**config.mk**
```make
export PLATFORM = sky130hd
export DESIGN_NAME = spi_master_burst
export DESIGN_NICKNAME = d
export VERILOG_FILES = /design/src/rtl/spi_master_burst.sv
export SDC_FILE = /design/constraint.sdc
export NUM_CORES = 1
export LEC_CHECK = 0
export CAP_MARGIN = 20
export CELL_PAD_IN_SITES_DETAIL_PLACEMENT = 0
export CELL_PAD_IN_SITES_GLOBAL_PLACEMENT = 1
export CORE_MARGIN = 4
export CORE_UTILIZATION = 47
export CTS_BUF_LIST = sky130_fd_sc_hd__clkbuf_2 sky130_fd_sc_hd__clkbuf_4 sky130_fd_sc_hd__clkbuf_8
export DETAILED_ROUTE_END_ITERATION = 8
export GPL_TIMING_DRIVEN = 0
export HOLD_SLACK_MARGIN = 0.06
export PLACE_DENSITY = 0.9
export REMOVE_ABC_BUFFERS = 1
export SLEW_MARGIN = 10
export SYNTH_ARGS = -nofsm -noshare
export SYNTH_HDL_FRONTEND = slang
export SYNTH_SLANG_ARGS = --single-unit
```
**constraint.sdc**
```tcl
create_clock -name clk -period 6.23 [get_ports clk]
set_clock_uncertainty 0.1 [all_clocks]
set_input_delay 1.246 -clock clk [delete_from_list [all_inputs] [get_ports clk]]
set_output_delay 1.246 -clock clk [all_outputs]
set_load 0.05 [all_outputs]
```
**src/rtl/spi_master_burst.sv**
```systemverilog
// Mode-3 SPI burst master: sends {rw, mb, address} followed by nbytes data words,
// then holds chip select for one half-period and keeps it high for a minimum gap.
module spi_master_burst #(
    parameter int unsigned ADDR_W    = 6,
    parameter int unsigned DATA_W    = 8,
    parameter int unsigned MAX_BYTES = 8,
    parameter int unsigned CLK_DIV   = 4,
    parameter int unsigned CS_GAP    = 4,
    localparam int unsigned NB_W     = $clog2(MAX_BYTES + 1)
) (
    input  logic              clk,
    input  logic              rst,
    input  logic              start,
    input  logic              rw,
    input  logic [ADDR_W-1:0] address,
    input  logic [NB_W-1:0]   nbytes,
    input  logic [DATA_W-1:0] wr_data,
    output logic              wr_req,
    output logic [DATA_W-1:0] rd_data,
    output logic              rd_valid,
    output logic              busy,
    output logic              done,
    output logic              err,
    output logic              spi_clk,
    output logic              spi_cs,
    output logic              spi_mosi,
    input  logic              spi_miso
);

    localparam int unsigned HDR_W   = 2 + ADDR_W;
    localparam int unsigned CNT_MAX = (CLK_DIV > CS_GAP) ? CLK_DIV : CS_GAP;
    localparam int unsigned CNT_W   = $clog2(CNT_MAX + 1);
    localparam int unsigned BP_MAX  = (HDR_W > DATA_W) ? HDR_W : DATA_W;
    localparam int unsigned BP_W    = $clog2(BP_MAX + 1);

    typedef enum logic [2:0] {IDLE, SETUP, SHIFT, HOLD, GAP} state_t;

    state_t            state;
    logic [CNT_W-1:0]  div_cnt;
    logic [BP_W-1:0]   bit_pos;
    logic [NB_W-1:0]   word_cnt;
    logic [NB_W-1:0]   nb_r;
    logic              rw_r;
    logic              in_hdr;
    logic              rd_pend;
    logic [HDR_W-1:0]  hdr_sr;
    logic [DATA_W-1:0] word_sr;
    logic [DATA_W-1:0] rx_sr;

    logic nbytes_ok;
    logic div_end;
    logic gap_end;
    logic field_last;
    logic word_last;

    assign nbytes_ok  = (nbytes != '0) && (nbytes <= NB_W'(MAX_BYTES));
    assign div_end    = (div_cnt == CNT_W'(CLK_DIV - 1));
    assign gap_end    = (div_cnt == CNT_W'(CS_GAP - 1));
    assign field_last = in_hdr ? (bit_pos == BP_W'(HDR_W - 1)) : (bit_pos == BP_W'(DATA_W - 1));
    assign word_last  = (word_cnt == nb_r - NB_W'(1));

    always_ff @(posedge clk or posedge rst) begin
        if (rst) begin
            state    <= IDLE;
            div_cnt  <= '0;
            bit_pos  <= '0;
            word_cnt <= '0;
            nb_r     <= '0;
            rw_r     <= 1'b0;
            in_hdr   <= 1'b1;
            rd_pend  <= 1'b0;
            hdr_sr   <= '0;
            word_sr  <= '0;
            rx_sr    <= '0;
            wr_req   <= 1'b0;
            rd_data  <= '0;
            rd_valid <= 1'b0;
            busy     <= 1'b0;
            done     <= 1'b0;
            err      <= 1'b0;
            spi_clk  <= 1'b1;
            spi_cs   <= 1'b1;
            spi_mosi <= 1'b1;
        end else begin
            wr_req   <= 1'b0;
            rd_valid <= 1'b0;
            done     <= 1'b0;
            err      <= 1'b0;
            rd_pend  <= 1'b0;

            // received word is presented the cycle after its last rising edge
            if (rd_pend) begin
                rd_valid <= 1'b1;
                rd_data  <= rx_sr;
            end

            case (state)
                IDLE: begin
                    if (start) begin
                        if (nbytes_ok) begin
                            rw_r     <= rw;
                            nb_r     <= nbytes;
                            hdr_sr   <= {rw, (nbytes > NB_W'(1)), address};
                            word_sr  <= wr_data;
                            busy     <= 1'b1;
                            spi_cs   <= 1'b0;
                            spi_mosi <= rw;
                            div_cnt  <= '0;
                            bit_pos  <= '0;
                            word_cnt <= '0;
                            in_hdr   <= 1'b1;
                            state    <= SETUP;
                        end else begin
                            err <= 1'b1;
                        end
                    end
                end

                SETUP: begin
                    if (div_end) begin
                        div_cnt  <= '0;
                        spi_clk  <= 1'b0;
                        spi_mosi <= hdr_sr[HDR_W-1];
                        state    <= SHIFT;
                    end else begin
                        div_cnt <= div_cnt + CNT_W'(1);
                    end
                end

                SHIFT: begin
                    if (wr_req) begin
                        word_sr <= wr_data;
                    end
                    if (!div_end) begin
                        div_cnt <= div_cnt + CNT_W'(1);
                    end else if (!spi_clk) begin
                        // rising edge: sample MISO, retire the bit
                        div_cnt <= '0;
                        spi_clk <= 1'b1;
                        rx_sr   <= {rx_sr[DATA_W-2:0], spi_miso};
                        if (in_hdr) begin
                            hdr_sr <= {hdr_sr[HDR_W-2:0], 1'b0};
                        end else begin
                            word_sr <= {word_sr[DATA_W-2:0], 1'b0};
                        end
                        if (field_last) begin
                            bit_pos <= '0;
                            if (in_hdr) begin
                                in_hdr <= 1'b0;
                            end else begin
                                rd_pend <= rw_r;
                                if (word_last) begin
                                    state <= HOLD;
                                end else begin
                                    word_cnt <= word_cnt + NB_W'(1);
                                    wr_req   <= !rw_r;
                                end
                            end
                        end else begin
                            bit_pos <= bit_pos + BP_W'(1);
                        end
                    end else begin
                        // falling edge: present the next bit
                        div_cnt  <= '0;
                        spi_clk  <= 1'b0;
                        spi_mosi <= in_hdr ? hdr_sr[HDR_W-1] : (!rw_r & word_sr[DATA_W-1]);
                    end
                end

                HOLD: begin
                    if (div_end) begin
                        div_cnt  <= '0;
                        spi_cs   <= 1'b1;
                        spi_mosi <= 1'b1;
                        done     <= 1'b1;
                        state    <= GAP;
                    end else begin
                        div_cnt <= div_cnt + CNT_W'(1);
                    end
                end

                GAP: begin
                    if (gap_end) begin
                        div_cnt <= '0;
                        busy    <= 1'b0;
                        state   <= IDLE;
                    end else begin
                        div_cnt <= div_cnt + CNT_W'(1);
                    end
                end

                default: state <= IDLE;
            endcase
        end
    end

endmodule

```
Word-level counts from Yosys, hierarchy flattened
Cells that the tools add are included.
{"block": "word_totals", "ff_bits": 61, "in_bits": 23, "out_inout_bits": 16, "elab_cells": 151}
{"block": "op_classes", "n_addsub": 4, "n_lt_le_gt_ge": 2, "eq_ne": 20, "mux": 79, "bitwise_logic": 2, "n_reduce_logical": 24}
{"operator": "8-bit 2-to-1 mux", "n": 11}
{"operator": "4-bit 2-to-1 mux", "n": 10}
{"operator": "3-bit 2-to-1 mux", "n": 13}
{"operator": "1-bit 2-to-1 mux", "n": 34}
{"operator": "8-bit one-hot mux with 2 select lines", "n": 2}
{"operator": "2-bit inequality test, second input constant", "n": 13}
{"operator": "4-bit one-hot mux with 2 select lines", "n": 2}
{"operator": "3-bit one-hot mux with 5 select lines", "n": 1}
{"operator": "3-bit AND reduction", "n": 5}
{"operator": "6-bit AND reduction", "n": 2}
{"operator": "10-bit AND reduction", "n": 1}
{"operator": "2-bit nonzero test", "n": 5}
{"operator": "3-bit by 2-bit equality test with 1-bit output, second input constant", "n": 3}
{"operator": "4-bit by 1-bit adder with 4-bit output, second input constant", "n": 2}
{"operator": "1-bit one-hot mux with 2 select lines", "n": 4}
{"operator": "4-bit AND reduction", "n": 2}
{"operator": "8-bit AND reduction", "n": 1}
{"operator": "4-bit nonzero test", "n": 2}
{"operator": "7-bit AND reduction", "n": 1}
{"operator": "3-bit one-hot mux with 2 select lines", "n": 1}
{"operator": "5-bit AND reduction", "n": 1}
{"operator": "4-bit by 3-bit equality test with 1-bit output, second input constant", "n": 1}
{"operator": "4-bit equality test", "n": 1}
{"operator": "4-bit by 1-bit greater-than comparator with 1-bit output, second input constant", "n": 1}
{"operator": "other kinds (12)", "n": 12}

Longest topological paths before layout
Gate-level depths: netlist (run 1).
{"block": "logic_depth", "word_depth": 8, "mapped_depth": 7, "ltp_nobuf": 7}

Worst setup path after synthesis (run 1)
No wires, ideal clock.
{"block": "synth_timing", "kind": "input to register", "startpoint": "input start", "endpoint": "register word_cnt[0]", "setup_ns": 0.125, "arrival_time_ns": 2.551, "t_required_ns": 6.005, "slack_ns": 3.454, "path_stages": 5, "path_buffers": 0, "cell_sequence": "or4b_4 or3_4 o31ai_4 nand2_4 mux2_4"}
{"block": "synth_via", "elab_chain_cells": 2}
{"item": "from (decl)", "line_no": "13", "source": "input logic start,"}
{"item": "2-bit inequality test (no line)"}
{"item": "8-bit AND reduction (no line)"}
{"item": "to (signal assigned)", "line_no": "155", "source": "word_cnt <= word_cnt + NB_W'(1);"}
{"item": "to (decl)", "line_no": "41", "source": "logic [NB_W-1:0] word_cnt;"}
No other way between the ends.
A chain may end at the register's enable or synchronous reset.

Worst setup path after layout (run 1)
{"block": "layout_timing", "startpoint": "input nbytes[1]", "endpoint": "register word_sr[1]"}
{"block": "layout_via", "elab_chain_cells": 4, "elab_cells_between_ends": 5, "classes_between": "order compare (1); eq/ne (1); reduce/logical (3)"}
{"item": "from (decl)", "line_no": "16", "source": "input logic [NB_W-1:0] nbytes,"}
{"item": "4-bit less-or-equal comparator / 4-bit nonzero test (equally long branches)", "line_no": "56", "source": "assign nbytes_ok = (nbytes != '0) && (nbytes <= NB_W'(MAX_BYTES));"}
{"item": "1-bit logical AND *", "line_no": "56"}
{"item": "2-bit inequality test (no line) *"}
{"item": "3-bit AND reduction (no line) *"}
{"item": "to (signal assigned)", "line_no": "104", "source": "word_sr <= wr_data;"}
{"item": "to (signal assigned)", "line_no": "132", "source": "word_sr <= wr_data;"}
{"item": "to (signal assigned)", "line_no": "144", "source": "word_sr <= {word_sr[DATA_W-2:0], 1'b0};"}
{"item": "to (decl)", "line_no": "47", "source": "logic [DATA_W-1:0] word_sr;"}
Every way passes the cells marked *; elsewhere a longest branch is shown, timed or not.

==> results of run 1 <==
## cell usage in the layout, fill, tap and decap left out, types with 2 or more instances in the layout
master / Yosys / layout
dfstp_2: 4 / 4
nand2_1: 64 / 64
nor3b_1: 2 / 2
o22ai_1: 2 / 2
and3_1: 5 / 5
o31ai_1: 4 / 4
xor2_1: 3 / 3
clkdlybuf4s50_1: 0 / 38
xnor2_1: 6 / 6
nand3_1: 4 / 4
a2bb2oi_1: 5 / 5
nor3_1: 8 / 6
o21ai_0: 20 / 20
or3_1: 5 / 5
nand4_1: 4 / 4
mux2_2: 9 / 9
inv_1: 14 / 13
nor2_1: 20 / 20
a31oi_1: 8 / 8
nor3_2: 0 / 2
dfrtp_1: 57 / 57
ha_1: 4 / 4
a21oi_1: 7 / 7
clkbuf_8: 0 / 12
## final cells by class
cell class | instances | area (um^2)
fillers | 520 | 2439
clock buffers | 13 | 172.7
clock inverters | 3 | 42.54
well taps | 75 | 93.84
flip-flops and latches | 61 | 1531
repair buffers | 38 | 380.4
inverters | 14 | 55.05
multi-input cells | 205 | 1241
## metal layers
metal,wire [um],global-route usage (%)
met1,2755,24.17
met2,2759,27.05
met3,263,3.707
met4,97,7.365
met5,0,0
## worst min path at each step
stage | to | slack, ns
after floorplan | wr_req | 0.31
after global placement | wr_req | 0.32
after detailed placement | wr_req | 0.33
after CTS | wr_req | 0.33
after global routing | wr_req | 0.36
final | wr_req | 0.33
## worst max-delay path, stage by stage
cell and delay, ns:
clkdlybuf4s50_1 0.47, o31a_1 0.35, o31ai_1 0.31, and2_1 0.37, nor2b_1 0.48, o22ai_1 0.17
## kinds of logic (layout without fill, tap and decap cells)
family          after synthesis  in the layout  share of synthesized area, %
fa+ha+maj                     4              4                         1.735
simple gates                125            125                         20.69
flops                        61             61                         53.08
mux                          11             11                         4.380
xor+xnor                      9              9                         2.732
compound gates               56             56                         13.14
buf+inv                      27             68                         4.250
## flip-flops by register name (all words and copies together), names as in the netlist, 4 cells and up
signal and count:
word_cnt 4, bit_pos 4, hdr_sr 8, rx_sr 8
rd_data 8, word_sr 8, nb_r 4
## power by group
group | internal, uW | switching (uW)
clock network | 222 | 152
registers | 519 | 99.8
logic | 210 | 288
total | 950 | 540
## metrics by stage
step	setup slack, ns	util (%)
finish	2.903	59.05
global route	2.803	59.05
CTS	2.967	59.05
detailed placement	2.614	55.44
global placement	2.207	55.23
floorplan	3.187	-
==> results_dict.tcl, run 1 <==
set metrics [dict create \
    status "finished, final reports clean" \
    crit_path_end_kind "flip-flop" \
    final_area_um2 3517 \
    clockBufferDepth 2 \
    r2r_start "state[1]" \
    cp-start-kind "input port" \
    grt_first_pass_wirelength_um 10270 \
    synth_cells 293 \
    endpoint "word_sr[1]" \
    startpoint "nbytes[1]" \
    finalPower_uw 1490 \
    rrSetupSlack_ns 3.64 \
    grt_max_degree 62 \
    io_buffers 38 \
    crit_type "input port to flip-flop" \
    syn2layout_area_growth_pct 21.90 \
    first_global_vias 2218 \
    netlist_top_cells_area "dfrtp_1, nand2_1, dfstp_2, mux2_2, o21ai_0" \
    die_w_um 86.35 \
    async_reset_ff_share_pct 100.0 \
    h-tree-depth 3 \
    clk_pin_slew_ns 0.07 \
    synth_seq_area_share_pct 53.08 \
    final_net_count 356 \
    r2r_cells 4 \
    core_area_um2 5956 \
    vias 2155 \
    cts.sinks 61 \
    maxCapViolations 0 \
    yosysMostFrequentCell "nand2_1" \
    clock_latency_ns 0.33 \
    initialDrtViolationCount 114 \
    fin_setup_tns_ns 0 \
    min_from "rw_r" \
    die_area_um2 7456 \
    max_freq_ghz 0.3005 \
    synth_edf_count 0 \
    maxSlewViolCount 0 \
    num_rows 28 \
    dp_cells 393 \
    synth_warnings 0 \
    pwr_density_cell_nw_per_um2 423.6 \
    avgRoutedWirePerCell_um 14.36 \
    cp_max_fo 9 \
    vias_per_cell 5.269 \
    cts_buffers 9 \
    synthDistinctLibCells 49 \
    post_cts_resized 0 \
    grt_usage_pct 17.58 \
    fin_crit_ns 3.327 \
    ant_nets 0 \
    synth_area_per_cell_um2 9.847 \
    hold_viol 0 \
    n_antenna_cell 0 \
    firstDrtPassIters 4 \
    cts-root-buf "clkbuf_8" \
    antenna_found_initial 0 \
    synthTopCellsByCount "nand2_1, dfrtp_1, nor2_1, o21ai_0, inv_1" \
    post_cts_buffers 0 \
    drive_above_1_share_pct 12.57 \
    synth.largest_area_cell "dfrtp_1" \
    postPlaceCellArea_um2 3302 \
    required_ns 6.31 \
    synth_ff_type "dfrtp_1" \
    holdPathStages 1 \
    holdBufCountCts 0 \
    worstHoldPathType "flip-flop to flip-flop" \
    setup_viol 0 \
    dp_hpwl_um 3949 \
    peakVddDrop_v 0.0001855 \
    gp_routability_congestion 0.7824 \
    leakage_uw 0.001598 \
    route.final.wire_length_um 5875 \
    start_util_pct 48.45 \
    cp.arrival_ns 3.40 \
    tightestPinTransition_ns 0.8282 \
    final_cells 409 \
    r2r_end "bit_pos[3]" \
    drc 0 \
    ios 39 \
    cts_tree "built" \
    min_period_over_period_pct 53.41 \
    rsz0062_at_grt "false" \
    synthesis.area_um2 2885 \
    slew_headroom_pct 44.48 \
    synth-seq-cells 61 \
    overflow 0 \
    hold_slack_ns 0.3295 \
    synth_top_cell_area_share_pct 49.44 \
    die_h_um 86.35 \
]
(Power assumes the default switching activity.)
==> run 2, diff against run 1 <==
CORE_UTILIZATION = 40   (was 47)
PLACE_DENSITY = 0.82   (was 0.9)
clock period = 2.9 ns   (was 6.23 ns; I/O delays follow)
==> run 2 against run 1 <==
  * Sequential power grew 110%
  * Core utilization shrank 8.0 points
  * Setup slack lost 2.6 ns
  * Flip-flop and latch count is the same
  * Critical path depth is the same
  * Largest cell class unchanged
  * Sequential share of layout area shrank 0.14 points
  * First-iteration DRC count shrank 30%
  * Register-to-register slack lost 3.3 ns
  * Critical path type unchanged
  * Final area grew 0.32%
  * Clock power grew 100%
  * Highest routed layer unchanged
  * Global-route usage shrank 2.2 points
==> results_dict.tcl, run 2 (same netlist as run 1, synthesis figures left out) <==
set metrics [dict create \
    place_ws_ns -0.05266 \
    min_period_over_period_pct 90.08 \
    rsz0062_at_grt "false" \
    grt_usage_pct 15.39 \
    h-tree-depth 3 \
    slew_headroom_pct 44.03 \
    cts-root-buf "clkbuf_8" \
    rrSetupSlack_ns 0.31 \
    maxCapViolations 0 \
    cts_tree "built" \
    pwr_density_cell_nw_per_um2 890.2 \
    clockBufferDepth 2 \
    first_global_vias 2219 \
    multi_input_area_um2 1241 \
    cp-start-kind "input port" \
    die_h_um 92.93 \
    avgRoutedWirePerCell_um 13.69 \
    status "finished, final reports clean" \
    die_w_um 92.93 \
    grt_first_pass_wirelength_um 10390 \
    route.final.wire_length_um 5888 \
    maxSlewViolCount 0 \
    num_rows 30 \
    fin_util_pct 51.09 \
    drc 0 \
    cts_buffers 9 \
    worstHoldPathType "flip-flop to flip-flop" \
    ios 39 \
    crit_path_max_incr_delay_ns 0.47 \
    final_net_count 356 \
    required_ns 2.99 \
    hold_slack_ns 0.3357 \
    die_area_um2 8636 \
    tightestPinTransition_ns 0.8350 \
    r2r_start "state[1]" \
    vias 2201 \
    overflow 0 \
    critical_path.cell_chain "clkdlybuf4s50_1, o31a_1, o31ai_1, and2_1, nor2b_1, o22ai_1" \
    cp.arrival_ns 2.70 \
    endpoint "word_sr[1]" \
    fillers 663 \
    start_util_pct 41.78 \
    post_cts_resized 0 \
    r2r_cells 5 \
    dp_hpwl_um 4078 \
    cp_max_fo 9 \
    drive_above_1_share_pct 12.57 \
    r2r_end "word_cnt[0]" \
    seqPwrFrac_pct 42.4 \
    core_area_um2 6907 \
    initialDrtViolationCount 80 \
    regArea_um2 1531 \
    gp_routability_congestion 0.7549 \
    firstDrtPassIters 4 \
    hold_viol 0 \
    worst-path-stages 6 \
    startpoint "nbytes[1]" \
    ant_nets 0 \
    cts.sinks 61 \
    clk_pin_slew_ns 0.06 \
    slowest_stage "clkdlybuf4s50_1" \
    clock_latency_ns 0.34 \
    holdBufCountCts 0 \
    power_frac_comb_pct 33.7 \
    fin_crit_ns 2.612 \
    vias_per_cell 5.119 \
    crit_path_end_kind "flip-flop" \
    crit_type "input port to flip-flop" \
    crit_buf_inv 1 \
    max_freq_ghz 0.3828 \
    final_area_um2 3528 \
    setup_viol 0 \
    io_buffers 38 \
    n_antenna_cell 0 \
    grt_max_degree 62 \
    setup_slack_ns 0.2875 \
    clkPwrFrac_pct 23.9 \
    peakVddDrop_v 0.0002768 \
    postPlaceCellArea_um2 3328 \
    fin_setup_tns_ns 0 \
    layout_commonest_cell "nand2_1" \
    leakage_uw 0.001592 \
    post_cts_buffers 0 \
    switching_share_pct 36.24 \
    layout_common_cells "nand2_1, dfrtp_1, clkdlybuf4s50_1, nor2_1, o21ai_0" \
    critPathTopFamily "simple AND/OR/NAND/NOR gates" \
    syn2layout_area_growth_pct 22.29 \
    intPower_uw 2003 \
    p_switching_uw 1138 \
    antenna_found_initial 0 \
]
-- run 2: worst reg2reg max path, cell delays in order, from the launching register on --
cell and delay, ns:
dfrtp_1 0.57, nor3b_2 0.65, nand2_2 0.36, o31ai_4 0.40, nand2_4 0.10, mux2_4 0.30
-- run 2: how the worst min path moves through the flow --
stage | cells after the start | slack [ns] | endpoint | start
final | 1 | 0.34 | wr_req | rw_r
after global routing | 1 | 0.38 | wr_req | rw_r
after CTS | 1 | 0.34 | wr_req | rw_r
after detailed placement | 1 | 0.33 | wr_req | rw_r
after global placement | 1 | 0.32 | wr_req | rw_r
after floorplan | 1 | 0.31 | wr_req | rw_r
-- run 2: per-stage QoR --
| stage | instances | total power (uW) |
|---|---|---|
| floorplan | 280 | 2107 |
| global placement | 414 | 2374 |
| detailed placement | 414 | 2414 |
| CTS | 430 | 3184 |
| global route | 430 | 3410 |
| finish | 430 | 3141 |
-- run 2: power by group through the flow --
stage,clock network (uW),registers [uW],logic [uW]
2_1_floorplan,0,1370,736
4_1_cts,780,1330,1070
6_report,752,1330,1060
3_3_place_gp,0,1330,1040
3_5_place_dp,0,1340,1070
5_1_grt,812,1380,1220
-- run 2: final cells by class --
class	instances	share of cell area [%]
Sequential cell	61	43.40
Multi-Input combinational cell	205	35.18
Timing Repair Buffer	38	10.78
Clock buffer	12	4.326
Tap cell	96	3.404
Inverter	14	1.560
Clock inverter	4	1.348
-- run 2: metal layers --
metal / GRT usage, % / share of wire (%)
met1: 20.00 / 45
met2: 24.30 / 47
met5: 0 / 0
met4: 8.425 / 2.1
met3: 2.762 / 5.3
